--- config.mk ---
export PLATFORM = sky130hd
export DESIGN_NAME = wb_ctrl_fifo
export DESIGN_NICKNAME = d
export VERILOG_FILES = /design/src/rtl/wb_ctrl_fifo.sv
export SDC_FILE = /design/constraint.sdc
export NUM_CORES = 1
export LEC_CHECK = 0
export BUFFER_PORTS_ARGS = -buffer_cell sky130_fd_sc_hd__buf_2
export CAP_MARGIN = 20
export CORE_ASPECT_RATIO = 1.75
export CORE_MARGIN = 4
export CORE_UTILIZATION = 40
export CTS_BUF_LIST = sky130_fd_sc_hd__clkbuf_8
export CTS_CLUSTER_DIAMETER = 150
export CTS_CLUSTER_SIZE = 20
export DETAILED_ROUTE_END_ITERATION = 12
export GPL_TIMING_DRIVEN = 0
export HOLD_SLACK_MARGIN = 0.1
export PLACE_DENSITY = 0.61
export REMOVE_ABC_BUFFERS = 1
export SLEW_MARGIN = 15
export SYNTH_ARGS = -nofsm -noshare
export SYNTH_HDL_FRONTEND = slang
export SYNTH_SLANG_ARGS = --single-unit
--- constraint.sdc ---
create_clock -name clk -period 4.6 [get_ports clk]
set_input_delay 1.15 -clock clk [delete_from_list [all_inputs] [get_ports clk]]
set_output_delay 1.15 -clock clk [all_outputs]
set_load 0.03 [all_outputs]
--- src/rtl/wb_ctrl_fifo.sv ---
`default_nettype none
// ============================================================================
// Module      : wb_ctrl_fifo
// Description : Captures N-bit ADC control samples into a FIFO. The FIFO is
//               drained by a CPU through a 16-byte register window on a
//               simple Wishbone-style bus. One DATA read pops up to four
//               samples. A level interrupt is raised when four or more
//               samples are waiting.
// Revision    : 1.0 - initial release
// ============================================================================
module wb_ctrl_fifo #(
    parameter int          N         = 7,
    parameter int          DEPTH     = 64,
    parameter logic [31:0] BASE_ADDR = 32'h0002_0000
) (
    input  logic         clk,
    input  logic         resetn,
    input  logic         s_valid,
    input  logic [N-1:0] s_data,
    input  logic [29:0]  adr,
    input  logic [31:0]  dat,
    input  logic [3:0]   sel,
    input  logic         we,
    input  logic         cyc,
    output logic [31:0]  rdt,
    output logic         ack,
    output logic         irq
);

    // ------------------------------------------------------------------
    // Constants
    // ------------------------------------------------------------------
    localparam int         c_AW         = $clog2(DEPTH);  // pointer width
    localparam int         c_CW         = c_AW + 1;       // count 0..DEPTH
    localparam logic [1:0] c_OFF_DATA   = 2'd0;           // 0x0
    localparam logic [1:0] c_OFF_STATUS = 2'd1;           // 0x4
    localparam logic [1:0] c_OFF_CTRL   = 2'd2;           // 0x8

    // Bus handshake: one ack per cycle request, even when cyc is held.
    typedef enum logic [1:0] {
        S_IDLE = 2'd0,   // waiting for a hit
        S_ACK  = 2'd1,   // ack is high this cycle
        S_HOLD = 2'd2    // access done, waiting for the master to drop cyc
    } bus_state_t;

    // ------------------------------------------------------------------
    // Storage and state
    // ------------------------------------------------------------------
    logic [N-1:0]    r_mem [DEPTH];
    logic [c_AW-1:0] r_wr_ptr;
    logic [c_AW-1:0] r_rd_ptr;
    logic [c_CW-1:0] r_count;
    logic            r_overflow;
    logic            r_irq;
    logic [31:0]     r_rdt;
    bus_state_t      r_state;

    // ------------------------------------------------------------------
    // Combinational signals
    // ------------------------------------------------------------------
    bus_state_t      w_state_next;
    logic            w_hit;
    logic            w_access;        // the single edge where the access acts
    logic [1:0]      w_off;
    logic            w_pop_rd;
    logic            w_ctrl_wr;
    logic            w_flush;
    logic            w_ovf_clr;
    logic [2:0]      w_k;             // samples popped this cycle (0..4)
    logic [c_CW-1:0] w_count_after_pop;
    logic            w_push_ok;
    logic            w_push_drop;
    logic            w_empty;
    logic [31:0]     w_data_word;
    logic [31:0]     w_status_word;
    logic [31:0]     w_rd_value;
    logic            w_unused_bits;

    // Address decode: the window is 16 bytes, i.e. four word registers.
    assign w_hit = cyc && (adr[29:2] == BASE_ADDR[31:4]);
    assign w_off = adr[1:0];

    // Only CTRL bit0/bit1 under byte lane 0 carry meaning.
    assign w_unused_bits = ^{dat[31:2], sel[3:1]};

    // ------------------------------------------------------------------
    // Bus handshake FSM
    // ------------------------------------------------------------------
    // State register for the bus handshake.
    always_ff @(posedge clk or negedge resetn) begin
        if (!resetn) begin
            r_state <= S_IDLE;
        end else begin
            r_state <= w_state_next;
        end
    end

    // Next-state logic; an access is performed on the IDLE->ACK transition.
    always_comb begin
        w_state_next = r_state;
        w_access     = 1'b0;
        case (r_state)
            S_IDLE: begin
                if (w_hit) begin
                    w_state_next = S_ACK;
                    w_access     = 1'b1;
                end
            end
            S_ACK: begin
                w_state_next = cyc ? S_HOLD : S_IDLE;
            end
            S_HOLD: begin
                if (!cyc) begin
                    w_state_next = S_IDLE;
                end
            end
            default: begin
                w_state_next = S_IDLE;
            end
        endcase
    end

    assign ack = (r_state == S_ACK);
    assign rdt = r_rdt;
    assign irq = r_irq;

    // ------------------------------------------------------------------
    // Access decode
    // ------------------------------------------------------------------
    assign w_pop_rd  = w_access && !we && (w_off == c_OFF_DATA);
    assign w_ctrl_wr = w_access &&  we && (w_off == c_OFF_CTRL) && sel[0];
    assign w_flush   = w_ctrl_wr && dat[0];
    assign w_ovf_clr = w_ctrl_wr && dat[1];

    // A DATA read takes min(count, 4) samples.
    assign w_k = !w_pop_rd                    ? 3'd0 :
                 (r_count >= c_CW'(4))        ? 3'd4 :
                                                r_count[2:0];

    // The pop is credited before the push, so a full FIFO accepts a
    // sample on the same edge that a DATA read frees space.
    assign w_count_after_pop = r_count - c_CW'(w_k);
    assign w_push_ok   = s_valid && !w_flush && (w_count_after_pop < c_CW'(DEPTH));
    assign w_push_drop = s_valid && !w_flush && !w_push_ok;

    assign w_empty = (r_count == '0);

    // ------------------------------------------------------------------
    // Read data assembly: byte i holds the i-th oldest sample tagged with
    // bit 7 set, or zero when fewer than i+1 samples are queued.
    // ------------------------------------------------------------------
    for (genvar gi = 0; gi < 4; gi++) begin : g_byte
        logic [c_AW-1:0] w_ptr;
        assign w_ptr = r_rd_ptr + c_AW'(gi);
        assign w_data_word[8*gi +: 8] = (r_count > c_CW'(gi)) ?
                                        (8'h80 | 8'(r_mem[w_ptr])) : 8'h00;
    end

    assign w_status_word = {13'd0, r_irq, w_empty, r_overflow, 16'(r_count)};

    // Register mux; writes, CTRL reads and the 0xC slot all read as zero.
    always_comb begin
        w_rd_value = 32'd0;
        if (!we) begin
            case (w_off)
                c_OFF_DATA:   w_rd_value = w_data_word;
                c_OFF_STATUS: w_rd_value = w_status_word;
                default:      w_rd_value = 32'd0;
            endcase
        end
    end

    // Read data is captured on the access edge and cleared otherwise, so it
    // is only non-zero while ack is high.
    always_ff @(posedge clk or negedge resetn) begin
        if (!resetn) begin
            r_rdt <= 32'd0;
        end else if (w_access) begin
            r_rdt <= w_rd_value;
        end else begin
            r_rdt <= 32'd0;
        end
    end

    // ------------------------------------------------------------------
    // FIFO bookkeeping
    // ------------------------------------------------------------------
    // Pointers and count: flush overrides both pop and push.
    always_ff @(posedge clk or negedge resetn) begin
        if (!resetn) begin
            r_wr_ptr <= '0;
            r_rd_ptr <= '0;
            r_count  <= '0;
        end else if (w_flush) begin
            r_wr_ptr <= '0;
            r_rd_ptr <= '0;
            r_count  <= '0;
        end else begin
            r_rd_ptr <= r_rd_ptr + c_AW'(w_k);
            if (w_push_ok) begin
                r_wr_ptr <= r_wr_ptr + 1'b1;
            end
            r_count <= w_count_after_pop + c_CW'(w_push_ok);
        end
    end

    // Sample storage; stale entries are harmless because pointers gate them.
    always_ff @(posedge clk) begin
        if (w_push_ok) begin
            r_mem[r_wr_ptr] <= s_data;
        end
    end

    // Sticky overflow flag; a drop in the same cycle as a clear wins.
    always_ff @(posedge clk or negedge resetn) begin
        if (!resetn) begin
            r_overflow <= 1'b0;
        end else if (w_push_drop) begin
            r_overflow <= 1'b1;
        end else if (w_ovf_clr) begin
            r_overflow <= 1'b0;
        end
    end

    // Interrupt level follows the count one cycle later.
    always_ff @(posedge clk or negedge resetn) begin
        if (!resetn) begin
            r_irq <= 1'b0;
        end else begin
            r_irq <= (r_count >= c_CW'(4));
        end
    end

endmodule
`default_nettype wire

Word level (Yosys, flattened, before mapping)
Memory sizes are Yosys's and may differ from the RTL's.
Index checks and enable logic that the tools add are counted.
{"block": "word_totals", "ff_bits": 55, "latchBits": 0, "ramBits": 448, "romBits": 0, "output_inout_bits": 34, "memories": 1}
{"name": "r_mem", "words": 64, "word_bits": 7, "rd": 4, "rd_ports_with_merged_regs": 0, "wr": 1, "line_no": "49", "rtl": "logic [N-1:0] r_mem [DEPTH];"}
{"block": "op_classes", "addsub": 7, "mul": 0, "n_div": 0, "magnitude_cmp": 6, "n_eq_ne": 7, "n_shift": 0, "mux": 23, "bitwise": 0, "reduce_logical": 20}
{"op": "32-bit 2-to-1 mux", "n": 2}
{"op": "32-bit one-hot mux with 2 select lines", "n": 1}
{"op": "8-bit 2-to-1 mux", "n": 4}
{"op": "28-bit by 14-bit equality test with 1-bit output, second input constant", "n": 1}
{"op": "6-bit 2-to-1 mux", "n": 3}
{"op": "7-bit by 1-bit greater-than comparator with 1-bit output, second input constant", "n": 2}
{"op": "7-bit by 2-bit greater-than comparator with 1-bit output, second input constant", "n": 2}
{"op": "6-bit by 1-bit adder with 6-bit output, second input constant", "n": 2}
{"op": "6-bit by 2-bit adder with 6-bit output, second input constant", "n": 2}
{"op": "1-bit logical AND", "n": 11}
{"op": "7-bit by 1-bit adder with 7-bit output", "n": 1}
{"op": "7-bit by 3-bit >= comparator with 1-bit output, second input constant", "n": 1}
{"op": "7-bit logical NOT", "n": 1}
{"op": "7-bit less-than comparator, second input constant", "n": 1}
{"op": "7-bit 2-to-1 mux", "n": 1}
{"op": "7-bit by 3-bit subtractor with 7-bit output", "n": 1}
{"op": "6-bit by 3-bit adder with 6-bit output", "n": 1}
{"op": "1-bit 2-to-1 mux", "n": 6}
{"op": "2-bit 2-to-1 mux", "n": 3}
{"op": "3-bit 2-to-1 mux", "n": 2}
{"op": "2-bit one-hot mux with 3 select lines", "n": 1}
{"op": "2-bit by 1-bit equality test with 1-bit output, second input constant", "n": 2}
{"op": "2-bit equality test, second input constant", "n": 2}
{"op": "2-bit logical NOT", "n": 2}
{"op": "4 further kinds", "n": 8}

Depth between registers and ports, before layout
Gate-level depths: netlist of the first run.
{"block": "logic_depth", "depth_word": 14, "mapped_depth": 18, "ltp_nobuf": 18}

Least setup slack after synthesis of the first run
Ideal clock, no wire load.
{"block": "synth_timing", "kind": "in2reg", "startpoint": "input adr[9]", "endpoint": "memory r_mem[60][0], enable pin", "setup_ns": 0.360, "arrival_time_ns": 4.501, "t_required_ns": 4.240, "path_slack_ns": -0.261, "cell_stages": 14, "cell_sequence": "nor4b_1 > nand4_1 > nor2_2 > nand3b_1 > nor3_1 > ha_1 > inv_1 > fa_1 > a211o_1 > o21ai_1 > nand3_1 > a311oi_2 > nand2_1 > nor2_1"}
{"block": "synth_via", "elab_chain_cells": 13}
{"element": "start, declared", "line_no": "20", "rtl": "input logic [29:0] adr,"}
{"element": "28-bit by 14-bit equality test with 1-bit output (*)", "line_no": "80", "rtl": "assign w_hit = cyc && (adr[29:2] == BASE_ADDR[31:4]);"}
{"element": "1-bit logical AND (*)", "line_no": "80"}
{"element": "1-bit 2-to-1 mux (*)", "line_no": "104", "rtl": "if (w_hit) begin"}
{"element": "1-bit 2-to-1 mux (*)", "line_no": "102", "rtl": "case (r_state)"}
{"element": "branches (longest 6 deep; another with 7-bit by 3-bit subtractor with 7-bit output)"}
{"element": "1-bit logical AND (*)", "line_no": "143", "rtl": "assign w_push_ok = s_valid && !w_flush && (w_count_after_pop < c_CW'(DEPTH));"}
{"element": "1-bit 2-to-1 mux (*)", "line_no": "209", "rtl": "if (w_push_ok) begin"}
{"element": "1-bit 2-to-1 mux (not written as such) (*)", "line_no": "210", "rtl": "r_mem[r_wr_ptr] <= s_data;"}
{"element": "end, declared", "line_no": "49"}
Every way passes the cells marked *.

Final worst setup path of the first run
{"block": "layout_timing", "startpoint": "input adr[7]", "endpoint": "memory r_mem[38][5], enable pin"}
The elaborated chain is that of the path after synthesis.

==> impl_metrics.toml, run 1 <==
[layout]
syn_to_final_growth_pct = 15.8
register_area_um2 = 14800
instances_no_fill = 2768
layout.nets = 1825
multi_input_area_um2 = 15800
layout-drive-gt1-share_pct = 53.1
fillCellCount = 6165

[detailed_routing]
drtIter0Drc = 2416
avgRoutedWirePerCell_um = 36.7
viasPerCell = 7.02
drc = 0
dr.pass1.iters = 5
drt_wl_total_mm = 102
ant_nets = 0
vias = 19400

[sta]
rsz0062_at_grt = "yes"
relSlewSlack_pct = 27.1
finalCritPeriodShare_pct = 99.5
tightest_slew_ns = 1.07
whs_ns = 0.487
finalHoldViolations = 0
fin_crit_ns = 4.58
finClkSkew_ns = 0.0590
timing.fmax_mhz = 218
fin_ws_ns = 0.0223
drv_slew = 0
setup_viol = 0

[floorplan]
core-area_um2 = 75600
num_rows = 133
die_x_um = 217
fp.dieArea_um2 = 81100
die_y_um = 374
pin_count = 112
initial_core_util_pct = 40.5

[setup_path]
required_ns = 5.01
critical-path-max-stage-delay_ns = 0.41
startpoint_type = "input pin"
crit_path_top_delay_cell = "nor2_4"
cp_cell_sequence = "buf_6 -> nor4_2 -> nand4_1 -> nor2_4 -> nand3b_1 -> nor3_4 -> ha_2 -> inv_2 -> fa_2 -> a211o_4 -> o21ai_4 -> nand3_4 -> a311oi_4 -> buf_12 -> nand2_4 -> nor2_4"
rrSetupSlack_ns = 0.10
critPathKind = "in2reg"
cp.arrival_ns = 4.98
path_common_cell = "nor2_4"
endpoint_kind = "flop"
cp_max_fo = 8

[power_and_ir_drop]
powerDensity_nw_per_um2 = 252
vdd_ir_drop_max_v = 0.000211
power_mw = 8.93
power.static_leakage_nw = 10.5

[cts]
cts.sinks = 503
h-tree-depth = 1
cts_hold_buf = 0
clk_path_buf_depth = 3
clockRootBuffer = "clkbuf_8"
clkLatencyLatePin_ns = 0.74
cts_tree = "done"
clk_pin_slew_ns = 0.13
numCtsBuffers = 29

[synthesis]
synth_edf_count = 448
yosys-top-cells-area = "edfxtp_1 (44%), mux4_2 (40%), dfrtp_1 (4.5%), nor2_1 (1.1%), mux2i_1 (1.1%)"
synth_common_cells = "mux4_2 (543), edfxtp_1 (448), nor2_1 (93), buf_2 (55), dfrtp_1 (55)"
synth.distinct_cells = 61
yosysMostFrequentCell = "mux4_2"
yosys.area.top_type = "edfxtp_1"
ys_ff_latch = 503
yosysTopAreaCellShare_pct = 44.0
synthCells = 1611
synth_area_um2 = 30600
synth_flop_cell = "edfxtp_1"
synthArstFlopShare_pct = 10.9
synth-seq-area-share_pct = 48.5
syn_area_per_cell_um2 = 19.0
yosys_warnings = 0

[run_status]
status = "finished, final reports clean"

[global_routing]
grt_pass1_vias = 19100
grt_max_degree = 65
use_met2_pct = 40.8
antenna_found_initial = 5
met1_usage_pct = 28.9
top_usage_layer = "met2"
grt.total_usage_pct = 24.5
met3_usage_pct = 3.91
overflow = 0
grt_first_pass_wirelength_mm = 142

[place]
routabilityCongestion = 0.904
dpl.cell_count = 2606
place_ws_ns = -2.46
io_buffers = 78
dp_hpwl_mm = 69.2

[run]
maxCapViolCount = 0

[hold_path]
min_path_type = "in2async"
cell families (layout without fill, tap and decap cells):
| family | Yosys count | after routing | synth area share (%) |
|---|---|---|---|
| xor+xnor | 30 | 30 | 0.982 |
| buf+inv | 156 | 299 | 2.78 |
| simple gates | 210 | 210 | 3.26 |
| mux | 577 | 577 | 41.1 |
| other cells | 0 | 2 | 0 |
| flops | 503 | 503 | 48.5 |
| compound gates | 119 | 119 | 2.72 |
| fa+ha+maj | 16 | 16 | 0.703 |
final timing paths:
kind,start,end,cells after the start
max,adr[7],r_mem[38][5],16
min,resetn,r_state[0],1
max reg2reg,r_state[1],r_mem[38][5],15
min reg2reg,r_overflow,r_overflow,1
max in group asynchronous,resetn,r_rd_ptr[2],1
min in group clk,r_overflow,r_overflow,1
critical path, delay by kind of cell:
| family | cells | cell delay, ns |
|---|---|---|
| buffers and inverters | 3 | 0.32 |
| and+or+nand+nor | 8 | 1.97 |
| adders and majority gates | 2 | 0.57 |
| AOI/OAI and AO/OA | 3 | 0.94 |
per-layer routing:
metal | wire length (um) | share of wire (%) | vias to the layer above
met5 | 8 | 0.0079 | -
met2 | 50700 | 50 | 1391
li1 | - | - | 7407
met1 | 32400 | 32 | 10300
met3 | 8890 | 8.8 | 326
met4 | 9600 | 9.4 | 2
metrics by stage:
| stage | util [%] | instance area (um2) | setup TNS (ns) |
|---|---|---|---|
| after floorplan | - | 29800 | -578.94 |
| after global placement | 41.6 | 31400 | -1620.32 |
| after detailed placement | 43.1 | 32600 | -1005.75 |
| after CTS | 46.1 | 34800 | -0.393 |
| after global routing | 46.9 | 35400 | -0.613 |
| final | 46.9 | 35400 | 0 |
flip-flops by register name, indices dropped and copies added (netlist names):
signal	count
r_wr_ptr	6
r_state	2
r_mem	448
r_overflow	1
r_rd_ptr	6
rdt	32
r_count	7
irq	1
power breakdown:
part | internal [mW] | switching (mW) | total, mW
clock | 0.607 | 1.48 | 2.09
combinational | 0.502 | 0.892 | 1.39
sequential | 5.15 | 0.306 | 5.45
total | 6.26 | 2.68 | 8.93
cell usage in the layout, fill, tap and decap left out, types with 5 or more instances in the layout:
| cell | instances |
|---|---|
| buf_2 | 69 |
| nand3_1 | 7 |
| o22ai_1 | 14 |
| buf_12 | 56 |
| nand2_8 | 5 |
| mux4_2 | 543 |
| inv_1 | 31 |
| xnor2_1 | 11 |
| a221o_1 | 7 |
| mux2i_1 | 34 |
| o21ai_1 | 9 |
| nand3b_1 | 5 |
| buf_8 | 6 |
| xor2_1 | 11 |
| dfrtp_1 | 49 |
| buf_4 | 62 |
| nand2_1 | 35 |
| nor2_4 | 65 |
| o2111ai_1 | 7 |
| nand4_1 | 5 |
| a22oi_2 | 5 |
| nor2b_1 | 17 |
| edfxtp_1 | 448 |
| a21oi_1 | 26 |
| buf_16 | 27 |
| a22oi_1 | 24 |
| buf_6 | 14 |
| nor2_1 | 29 |
| clkbuf_8 | 29 |
| ha_1 | 10 |
timing repair:
action | CTS | global route
buffers inserted | 87 | 14
gates resized for setup | 142 | 44
pin swaps | 54 | 26
endpoints found under the setup margin | 457 | 460
cell type report:
class	count	share of cell area, %
Sequential cell	503	41.9
Timing Repair Buffer	235	8.26
Tap cell	1012	3.57
Antenna cell	2	0.0141
Inverter	10	0.106
Clock inverter	25	0.321
Multi-Input combinational cell	952	44.7
Clock buffer	29	1.13
No activity file was read; power rests on OpenSTA's default activity.
==> run 2: changes to the inputs <==
--- a/config.mk
+++ b/config.mk
@@ -5,10 +5,10 @@
 export SDC_FILE = /design/constraint.sdc
 export NUM_CORES = 1
 export LEC_CHECK = 0
+export ABC_CLOCK_PERIOD_IN_PS = 5300
 export BUFFER_PORTS_ARGS = -buffer_cell sky130_fd_sc_hd__buf_2
 export CAP_MARGIN = 20
 export CORE_ASPECT_RATIO = 1.75
-export CORE_MARGIN = 4
 export CORE_UTILIZATION = 40
 export CTS_BUF_LIST = sky130_fd_sc_hd__clkbuf_8
 export CTS_CLUSTER_DIAMETER = 150
==> constraint.sdc (replaced) <==
create_clock -name clk -period 5.3 [get_ports clk]
set_input_delay 1.325 -clock clk [delete_from_list [all_inputs] [get_ports clk]]
set_output_delay 1.325 -clock clk [all_outputs]
set_load 0.03 [all_outputs]
==> run 2 against run 1 <==
  * Clock skew fell by 0.019 ns
  * Worst hold slack got worse by 0.053 ns
  * First-iteration DRC count rose by 8.1%
  * Via count fell by 2.8%
  * Global-route usage rose by 0.69 points
  * Cell count fell by 2.9%
  * Die area fell by 4.3%
  * Critical path depth did not move
  * Clock power fell by 14%
  * Combinational power fell by 27%
==> impl_metrics.toml, run 2 (same netlist as run 1, synthesis figures left out) <==
[setup_path]
cp.arrival_ns = 5.65
rr_worst_depth = 13
cp_top_family = "simple AND/OR/NAND/NOR gates"
crit_path_top_delay_cell = "nand2_2"
reg2reg_to = "r_mem[10][6]"
path_common_cell = "nor2_4"
startpoint_type = "input pin"
critPathKind = "in2reg"
r2r-start = "r_count[5]"
rrSetupSlack_ns = 0.20
critical-path-max-stage-delay_ns = 0.44
endpoint_kind = "flop"
cp_cell_sequence = "buf_2 -> nor4_1 -> nand4_1 -> nor2_4 -> nand3b_1 -> nor3_1 -> ha_1 -> inv_1 -> fa_1 -> a211o_1 -> o21ai_1 -> nand3_2 -> nor3_4 -> nand2_2 -> nor2_4 -> buf_4"
cp_num_cells = 16
worst-path-buf-inv = 3
cp_max_fo = 8
required_ns = 5.73
crit_start = "adr[2]"

[floorplan]
initial_core_util_pct = 40.6
num_rows = 133
die_x_um = 211
fp.dieArea_um2 = 77600
pin_count = 112
die_y_um = 368
core-area_um2 = 75400

[cts]
clkLatencyLatePin_ns = 0.70
cts_tree = "done"
clockRootBuffer = "clkbuf_8"
clk_pin_slew_ns = 0.14
h-tree-depth = 1
cts.sinks = 503
clk_path_buf_depth = 3
numCtsBuffers = 29

[global_routing]
grt_max_degree = 65
antenna_found_initial = 3
grt_pass1_vias = 18700
grt.total_usage_pct = 25.2
overflow = 0
grt_first_pass_wirelength_mm = 137

[layout]
multi_input_area_um2 = 15500
largest_reg_flops = 448
mostFrequentLayoutCell = "mux4_2"
fin_util_pct = 45.2
layout_common_cells = "mux4_2 (543), edfxtp_1 (448), buf_2 (72)"
syn_to_final_growth_pct = 11.4
layout-drive-gt1-share_pct = 49.2
instances_no_fill = 2689
fillCellCount = 6314
layout.nets = 1748
regMostFlops = "r_mem"
register_area_um2 = 14800

[power_and_ir_drop]
power.static_leakage_nw = 10.0
powerDensity_nw_per_um2 = 221
vdd_ir_drop_max_v = 0.000175

[hold_path]
min_path_type = "in2async"

[place]
routabilityCongestion = 0.988
dpl.cell_count = 2617
io_buffers = 78
dp_hpwl_mm = 68.8
place_ws_ns = -1.77

[detailed_routing]
ant_nets = 0
avgRoutedWirePerCell_um = 36.1
viasPerCell = 7.03
drt_wl_total_mm = 97.0
drtIter0Drc = 2611
vias = 18900
drc = 0
dr.pass1.iters = 7

[sta]
timing.fmax_mhz = 191
finClkSkew_ns = 0.0395
whs_ns = 0.434
tns_ns = 0
finalCritPeriodShare_pct = 98.6
rsz0062_at_grt = "yes"
setup_viol = 0
finalHoldViolations = 0
fin_crit_ns = 5.22
relSlewSlack_pct = 15.9
fin_ws_ns = 0.0751
tightest_slew_ns = 1.23
drv_slew = 0

[run]
maxCapViolCount = 0

[run_status]
status = "finished, final reports clean"
==> run 2: cell count changes in the layout (fill, tap and decap cells not counted), sizes merged <==
cell	previous run	this run
dlymetal6s2s	0	2
clkinvlp	1	0
diode	2	1
buf	235	156
==> run 2: worst register-to-register path: cells and delay by family (launching register included) <==
| family | cells | cell delay, ns |
|---|---|---|
| buffers and inverters | 2 | 0.27 |
| adders and majority gates | 2 | 0.66 |
| and+or+nand+nor | 7 | 2.77 |
| AOI/OAI and AO/OA | 2 | 0.60 |
| DFF | 1 | 0.53 |
==> run 2: per-stage QoR <==
stage                     cell area [um2]  total power [mW]
after floorplan                     29800              5.15
after global placement              31400              5.51
after detailed placement            32700              5.55
after CTS                           33700              7.46
after global routing                34100              7.72
final                               34100              7.52
==> run 2: cell type report <==
cell class	count	area share, %
Timing Repair Buffer	158	5.55
Clock buffer	29	1.17
Clock inverter	24	0.312
Inverter	10	0.110
Multi-Input combinational cell	952	45.6
Sequential cell	503	43.5
Tap cell	1012	3.72
Antenna cell	1	0.00734
==> run 2: power breakdown <==
part | total [mW] | leakage (nW) | switching [mW] | internal, mW
Clock | 1.80 | 0.341 | 1.28 | 0.527
Combinational | 1.01 | 4.93 | 0.667 | 0.342
Sequential | 4.70 | 4.75 | 0.234 | 4.47
Total | 7.52 | 10.0 | 2.18 | 5.34
==> run 2: what timing repair did <==
| action | 4_1_cts | 5_1_grt |
|---|---|---|
| setup buffers | 3 | 13 |
| pin swaps | 3 | 10 |
| gates resized for setup | 121 | 14 |
| hold buffers | 0 | 0 |
| endpoints found under the setup margin | 449 | 405 |
| hold endpoints to repair | 0 | 0 |
| gates cloned | 0 | 0 |
==> run 2: worst max-delay path by stage <==
stage / endpoint / slack, ns
4_1_cts: r_mem[6][6] / 0.09
5_1_grt: r_mem[10][6] / -0.11
3_3_place_gp: rdt[28] / -22.54
3_5_place_dp: r_mem[60][3] / -1.77
2_1_floorplan: rdt[14] / -15.89
6_report: r_mem[10][6] / 0.08
==> run 2: routing by layer <==
layer,wire (um),up-vias,part of all wire (%),GRT usage (%)
met3,8180,260,8.4,4.57
met5,0,-,0,0
met2,50300,1231,52,43.7
met1,30800,10200,32,28.0
met4,7740,0,8.0,17.2
li1,-,7242,-,-
